<file path="config.mk">
export PLATFORM = sky130hd
export DESIGN_NAME = e203_int_sched
export DESIGN_NICKNAME = d
export VERILOG_FILES = /design/src/rtl/e203_int_pkg.sv /design/src/rtl/e203_rr_arbiter.sv /design/src/rtl/e203_int_sched.sv
export SDC_FILE = /design/constraint.sdc
export NUM_CORES = 1
export LEC_CHECK = 0
export CORE_MARGIN = 10
export CORE_UTILIZATION = 54
export CTS_CLUSTER_SIZE = 30
export DETAILED_ROUTE_END_ITERATION = 7
export HOLD_SLACK_MARGIN = 0.05
export PLACE_DENSITY_LB_ADDON = 0.08
export SLEW_MARGIN = 40
export SYNTH_ARGS = -nofsm -noshare
export SYNTH_HDL_FRONTEND = slang
export SYNTH_SLANG_ARGS = --single-unit
</file>
<file path="constraint.sdc">
create_clock -name sys_clk -period 3.3 [get_ports sys_clk]
set_clock_uncertainty 0.15 [all_clocks]
set_input_delay 0.825 -clock sys_clk [delete_from_list [all_inputs] [get_ports sys_clk]]
set_output_delay 0.825 -clock sys_clk [all_outputs]
set_load 0.05 [all_outputs]
</file>
<file path="src/rtl/e203_int_pkg.sv">
// rtl/e203_int_pkg.sv - shared types and sizing helpers for the interrupt scheduler
package e203_int_pkg;

    typedef enum logic [1:0] {
        ST_IDLE  = 2'd0,
        ST_PULSE = 2'd1,
        ST_GAP   = 2'd2
    } state_t;

    function automatic int pulse_cycles(input int clk_freq, input int pulse_us);
        return clk_freq * pulse_us;
    endfunction

    // Counter must reach the larger of the pulse length and the gap length.
    function automatic int cnt_width(input int pulse_cyc, input int gap_cycles);
        int m;
        m = (pulse_cyc > gap_cycles) ? pulse_cyc : gap_cycles;
        return (m < 1) ? 1 : $clog2(m + 1);
    endfunction

endpackage

</file>
<file path="src/rtl/e203_rr_arbiter.sv">
// rtl/e203_rr_arbiter.sv - combinational round-robin pick starting at the pointer
module e203_rr_arbiter #(
    parameter int NUM_SRC = 4,
    parameter int IDW     = $clog2(NUM_SRC)
) (
    input  logic [NUM_SRC-1:0] req,
    input  logic [IDW-1:0]     ptr,
    output logic [NUM_SRC-1:0] gnt,
    output logic [IDW-1:0]     idx,
    output logic               any
);

    always_comb begin
        gnt = '0;
        idx = '0;
        any = 1'b0;
        for (int k = 0; k < NUM_SRC; k++) begin
            if (!any && req[(int'(ptr) + k) % NUM_SRC]) begin
                any = 1'b1;
                gnt[(int'(ptr) + k) % NUM_SRC] = 1'b1;
                idx = IDW'((int'(ptr) + k) % NUM_SRC);
            end
        end
    end

endmodule

</file>
<file path="src/rtl/e203_int_sched.sv">
// rtl/e203_int_sched.sv - latches source events and emits one timed interrupt pulse per grant
module e203_int_sched
    import e203_int_pkg::*;
#(
    parameter int NUM_SRC    = 4,
    parameter int CLK_FREQ   = 125,
    parameter int PULSE_US   = 1,
    parameter int GAP_CYCLES = 8,
    parameter int IDW        = $clog2(NUM_SRC)
) (
    input  logic               sys_clk,
    input  logic               sys_rst,
    input  logic [NUM_SRC-1:0] src_req,
    input  logic [NUM_SRC-1:0] src_mask,
    input  logic               drop_clr,
    output logic               int_pulse,
    output logic [IDW-1:0]     int_id,
    output logic               busy,
    output logic [NUM_SRC-1:0] pending,
    output logic [NUM_SRC-1:0] drop_flag
);

    localparam int PULSE_CYC = pulse_cycles(CLK_FREQ, PULSE_US);
    localparam int CW        = cnt_width(PULSE_CYC, GAP_CYCLES);

    state_t             state, state_n;
    logic [CW-1:0]      cnt, cnt_n;
    logic [IDW-1:0]     ptr, ptr_n;
    logic               pulse_n, busy_n;
    logic [IDW-1:0]     id_n;
    logic [NUM_SRC-1:0] pending_n, drop_n;
    logic [NUM_SRC-1:0] grant_vec, new_req, drop_set;
    logic [NUM_SRC-1:0] arb_gnt;
    logic [IDW-1:0]     arb_idx;
    logic               arb_any;

    e203_rr_arbiter #(
        .NUM_SRC(NUM_SRC),
        .IDW    (IDW)
    ) u_arb (
        .req(pending & ~src_mask),
        .ptr(ptr),
        .gnt(arb_gnt),
        .idx(arb_idx),
        .any(arb_any)
    );

    always_comb begin
        state_n   = state;
        cnt_n     = cnt;
        ptr_n     = ptr;
        pulse_n   = int_pulse;
        id_n      = int_id;
        busy_n    = busy;
        grant_vec = '0;
        case (state)
            ST_IDLE: begin
                if (arb_any) begin
                    grant_vec = arb_gnt;
                    pulse_n   = 1'b1;
                    id_n      = arb_idx;
                    busy_n    = 1'b1;
                    ptr_n     = (int'(arb_idx) == NUM_SRC - 1) ? '0 : arb_idx + IDW'(1);
                    cnt_n     = '0;
                    state_n   = ST_PULSE;
                end
            end
            ST_PULSE: begin
                if (int'(cnt) == PULSE_CYC - 1) begin
                    pulse_n = 1'b0;
                    cnt_n   = '0;
                    if (GAP_CYCLES == 0) begin
                        busy_n  = 1'b0;
                        state_n = ST_IDLE;
                    end else begin
                        state_n = ST_GAP;
                    end
                end else begin
                    cnt_n = cnt + CW'(1);
                end
            end
            ST_GAP: begin
                if (int'(cnt) >= GAP_CYCLES - 1) begin
                    cnt_n   = '0;
                    busy_n  = 1'b0;
                    state_n = ST_IDLE;
                end else begin
                    cnt_n = cnt + CW'(1);
                end
            end
            default: begin
                pulse_n = 1'b0;
                busy_n  = 1'b0;
                cnt_n   = '0;
                state_n = ST_IDLE;
            end
        endcase
    end

    // A fresh request on the edge its source is granted survives as a new event.
    always_comb begin
        new_req   = src_req & ~src_mask;
        drop_set  = new_req & pending & ~grant_vec;
        pending_n = (pending & ~grant_vec) | new_req;
        drop_n    = drop_clr ? drop_set : (drop_flag | drop_set);
    end

    always_ff @(posedge sys_clk) begin
        if (sys_rst) begin
            state     <= ST_IDLE;
            cnt       <= '0;
            ptr       <= '0;
            int_pulse <= 1'b0;
            int_id    <= '0;
            busy      <= 1'b0;
            pending   <= '0;
            drop_flag <= '0;
        end else begin
            state     <= state_n;
            cnt       <= cnt_n;
            ptr       <= ptr_n;
            int_pulse <= pulse_n;
            int_id    <= id_n;
            busy      <= busy_n;
            pending   <= pending_n;
            drop_flag <= drop_n;
        end
    end

endmodule
</file>
Yosys cells after proc, flatten, opt, wreduce, memory -nomap -nowiden:

Index checks and enable logic that the tools add are counted.
W data, S select, Z words.

* register bits after elaboration: 23
* input bits: 11
* output and inout port bits: 12

* equal/unequal tests: 7
* magnitude comparators: 9
* muxes and demuxes: 48
* bitwise operators: 17
* $add $sub $neg: 5
* reduce and logical (&&, ||, !) cells: 18

Operators by type and width (number)
* $mux W4: 7
* $mux W7: 3
* $pmux W7 S3: 1
* $and A4 B4 Y4: 5
* $or A4 B4 Y4: 5
* $mux W1: 18
* $mux W2: 8
* $lt A3 B4 Y1 const B: 3
* $ge A3 B1 Y1 const B: 3
* $reduce_and A3 Y1: 3
* $bmux W1 S2: 4
* $demux W1 S2: 4
* $not A4 Y4: 2
* $add A7 B1 Y7 const B: 1
* $eq A7 B3 Y1 const B: 1
* $ge A7 B3 Y1 const B: 1
* $logic_and A1 B1 Y1: 7
* $ne A2 B2 Y1 const B: 3
* $pmux W1 S3: 2
* $pmux W2 S3: 1
* $reduce_or A2 Y1: 3
* $add A2 B1 Y2 const B: 2
* $add A2 B2 Y2 const B: 2
* $eq A2 B1 Y1 const B: 2
* 8 further kinds: 13

Depth between registers and ports, before layout:

* depth in word-level cells: 20
* depth in mapped cells: 8

Modules after synthesis:

Synthesis repeated with hierarchy kept, for this count alone.

* cells, all modules: 194
* area, all modules: 1624.1 um2

By module, submodules not included
* e203_int_sched: seq. area each 460.4 um2, area an instance 1204.9 um2, cells each 149, instances 1
* e203_rr_arbiter: seq. area each 0.0 um2, area an instance 419.2 um2, cells each 45, instances 1

Worst setup path after synthesis:

No wires, ideal clock.

* kind: input to register
* start point: input src_mask[3]
* end point: register drop_flag[0]
* stages: 6
* library setup time: 0.069 ns
* path buffers: 0
* setup slack: 0.755 ns
* arrival: 2.326 ns
* cells stage by stage: and2b_1 -> mux4_2 -> a21oi_1 -> a221oi_1 -> a2111o_1 -> o21ai_1

* word-level cells in the longest chain between the ends: 20
* elaborated cells between the ends (all ways): 36
* classes of those cells: mux (22); bitwise (8); reduce/logical (6)

RTL lines
* start, declared: RTL line e203_int_sched.sv:14 `input logic [NUM_SRC-1:0] src_mask,`
* $not A4 Y4 (*): RTL line e203_int_sched.sv:41 `.req(pending & ~src_mask),`
* $and A4 B4 Y4 (*): RTL line e203_int_sched.sv:41
* $bmux W1 S2: RTL line e203_rr_arbiter.sv:18 `if (!any && req[(int'(ptr) + k) % NUM_SRC]) begin`
* $mux W1 (not written as such): RTL line e203_rr_arbiter.sv:18
* $mux W1: RTL line e203_rr_arbiter.sv:18
* $logic_not A1 Y1: RTL line e203_rr_arbiter.sv:18
* $logic_and A1 B1 Y1: RTL line e203_rr_arbiter.sv:18
* $mux W1: RTL line e203_rr_arbiter.sv:18
* [4 not listed]
* $logic_and A1 B1 Y1: RTL line e203_rr_arbiter.sv:18
* $mux W4 / $mux W1 (equally long branches): RTL line e203_rr_arbiter.sv:18
* $mux W4 (*): RTL line e203_int_sched.sv:58 `if (arb_any) begin`
* $mux W4 (*): RTL line e203_int_sched.sv:56 `case (state)`
* $not A4 Y4 (*): RTL line e203_int_sched.sv:103 `drop_set = new_req & pending & ~grant_vec;`
* $and A4 B4 Y4 (*): RTL line e203_int_sched.sv:103
* $or A4 B4 Y4: RTL line e203_int_sched.sv:105 `drop_n = drop_clr ? drop_set : (drop_flag | drop_set);`
* $mux W4 (*): RTL line e203_int_sched.sv:105
* end signal, assigned: RTL line e203_int_sched.sv:126 `drop_flag <= drop_n;`
* end, declared: RTL line e203_int_sched.sv:20 `output logic [NUM_SRC-1:0] drop_flag`

Mark *: on every way between the ends. The rest lies on a longest branch, timed or not. The select of a mux whose other input is x is not followed.
A chain may end at the register's enable or synchronous reset.

Worst setup path in the final report:

Same ends and word-level chain as after synthesis.

==> run metrics <==
result of the run complete, no violations; setup total negative slack 0 ns; gate count after technology mapping roughly 190; combined global-route utilization of all metal layers 0.141; Sw Pwr 552 uW; detail-routed net length per standard cell ~15 um; Mean Syn Cell Area around 8.4 um2; hold-critical path endpoint drop_flag[3]; number of port buffers 22; via density per instance 5.91; Die Outline Area 5450 um2; time the worst path needs with I/O delays and setup between 2 and 3 ns; proportion of synthesized chip area in sequential cells 0.295; CTS tree yes; count of vias placed by the detailed router between 1000 and 1500; H-tree level count 1; internal power contribution roughly 650 uW; area fraction of the dominant cell type after synthesis 0.295; Clock Power Share 0.114; net switching fraction of the power 0.457; number of nets with antenna violations after routing 0; Worst setup EP type flop; row count 19; final instance area ~1900 um2; internal reg-to-reg setup slack roughly 0.59 ns; clk sink count 23; sequential standard cell area approximately 460 um2; required time worst endpoint roughly 3.4 ns; leading cell type by number of instances after synthesis dfxtp_1; die width 73.8 um; # resized after CTS 0; starting density of the core 0.567; wire length reported by the detailed router between 3000 and 4000 um; cell area after placement 1830 um2; violation count after the first detailed-routing iteration 119; Comb power frac 0.586; Hold Startpoint drop_flag[3]; number of antenna violations at the first check in global routing 0; CTS root buf clkbuf_4; Area contributors post-synth dfxtp_1 (29%), ha_1 (10%), mux4_2 (5.8%); library cell occupying the most area in the post-synthesis netlist dfxtp_1; DR DRC count 0; hold-critical path depth 2; total gr overflow 0; count of flip-flops with a built-in enable after synthesis 0; peak supply drop about 0.50 mV; post-synthesis register bit count 23; Setup Buffers After CTS 0; final critical-path share of the clock period 0.873; number of I/O pins 23; maximum number of pins on one net before global-route repair 16; first-pass GRT wire length 6180 um; estimated wirelength of the detail-placed design about 2900 um; number of buffers inserted during clock tree synthesis 3; Inserted Diodes 0; number of cells on the worst reg-to-reg path 7; worst slew pin tran 0.598 ns; Final GP Congestion approximately 0.95; vias in the first global route about 1400; number of failing setup endpoints in the final timing report 0; number of buffers on the longest clock path 2; number of warnings printed during yosys synthesis 0; unrepaired setup endpoints after global routing false; fraction of synthesis flops using an asynchronous set or reset pin 0; Worst-path clk slew roughly 0.13 ns; number of search-and-repair iterations in the first detailed-routing pass 4; area occupied by multi-input gates approximately 1000 um2; Reg2Reg Capture Point drop_flag[0]; standby leakage power slightly above 0.0007 uW; Hold Violations, Final 0; Hold Buf Count CTS 0; launching element type of the critical path primary input; nets in the synthesized netlist around 210; net count of the finished layout between 200 and 250; max capacitance violation total 0; achievable frequency between 300 and 400 MHz; Setup CP Type primary input to flop; Post-Syn Area ~1600 um2; share of final-layout standard cells stronger than drive strength 1 0.0755; crit path max fanout 6; total count of max-transition violations in the final report 0; worst-case headroom to the max-slew limit 0.597; Final WS setup approximately 0.42 ns; Worst-Skew Late Latency between 0.3 and 0.4 ns; Post-synth top flop dfxtp_1; core area 2760 um2; Unique masters post-synth 42; die height around 74 um; post-placement setup slack between 0.1 and 0.15 ns; Cell Pwr Density 651 nW/um2; Reg power frac 0.300; WP data arrival about 3.0 ns; R2R Path Start ptr[1]; area growth from synthesis to layout 18.6%; most frequent cells after synthesis dfxtp_1 (23), nor2_1 (20), nand2_1 (16); worst min-delay path category flop to flop; final-layout fill cell count about 250; total power consumption of the routed design 1210 uW
[layer usage]
metal	up-vias	part of all wire	track usage
met1	663	0.44	0.160
met5	-	0	0
met3	9	0.066	0.0458
li1	721	-	-
met4	0	0.020	0.0704
met2	42	0.47	0.231
[kinds of logic (layout without fill, tap and decap cells)]
group | Yosys count | after routing | share of synthesized area
buffers and inverters | 22 | 47 | 0.0624
muxes | 5 | 5 | 0.0641
adders and majority gates | 13 | 13 | 0.104
and+or+nand+nor | 72 | 72 | 0.230
AOI/OAI and AO/OA | 46 | 46 | 0.211
xor gates and xnor gates | 6 | 6 | 0.0336
DFF | 23 | 23 | 0.295
[power by group through the flow]
stage | combinational (uW) | clock, uW | sequential, uW
after floorplan | 454 | 0 | 435
after global placement | 686 | 0 | 366
after detailed placement | 703 | 0 | 369
after CTS | 706 | 142 | 362
after global routing | 781 | 156 | 369
final | 707 | 137 | 362
[cells in the final DEF (no fill, tap or decap), types with 2 or more instances in the layout]
cell	Yosys	final
clkbuf_4	0	3
a21oi_1	11	11
nand4_1	4	4
nand2b_1	9	9
dfxtp_1	23	23
ha_1	13	13
a211o_1	2	2
xor2_1	4	4
clkdlybuf4s50_1	0	22
xnor2_1	2	2
nand3_1	9	9
a2111o_1	4	4
nor2_1	20	20
a221oi_1	5	5
o21ai_0	7	7
nor3_1	3	3
mux4_2	4	4
nand2_1	16	16
o21ai_1	5	5
buf_4	0	6
nor2b_1	3	3
inv_1	15	15
[cell type report]
type | count | share of cell area
tap | 31 | 0.0209
multi-input combinational | 142 | 0.542
inverter | 15 | 0.0304
clock buffer | 3 | 0.0122
clock inverter | 1 | 0.00270
timing repair buffer | 28 | 0.143
sequential | 23 | 0.248
[critical path, cell delays in order]
cell,delay (ns)
clkdlybuf4s50_1,0.48
and2b_1,0.25
mux4_2,0.57
a21oi_1,0.21
a221oi_1,0.10
a2111o_1,0.44
o21ai_1,0.13
[registers in the layout, indices dropped and copies added (netlist names), named ones only]
name / count
state: 2
ptr: 1
int_pulse: 1
drop_flag: 4
cnt: 7
pending: 4
int_id: 2
busy: 1
[through the flow]
step / hold slack, ns / util / instances
global route: 0.336 / 0.672 / 243
CTS: 0.308 / 0.672 / 243
global placement: 0.286 / 0.662 / 239
detailed placement: 0.290 / 0.662 / 239
floorplan: 0.334 / - / 187
finish: 0.303 / 0.672 / 243
[worst max-delay path by stage]
stage               slack [ns]  cells past startpoint   startpoint      endpoint
finish                    0.42                      7  src_mask[3]  drop_flag[0]
global route              0.39                      7  src_mask[3]        ptr[1]
CTS                       0.48                      7  src_mask[3]  drop_flag[1]
detailed placement        0.14                      7  src_mask[3]        ptr[1]
global placement          0.16                      7  src_mask[1]        ptr[1]
floorplan                 0.75                      6  src_mask[3]  drop_flag[0]
No activity file was read; power rests on OpenSTA's default activity.
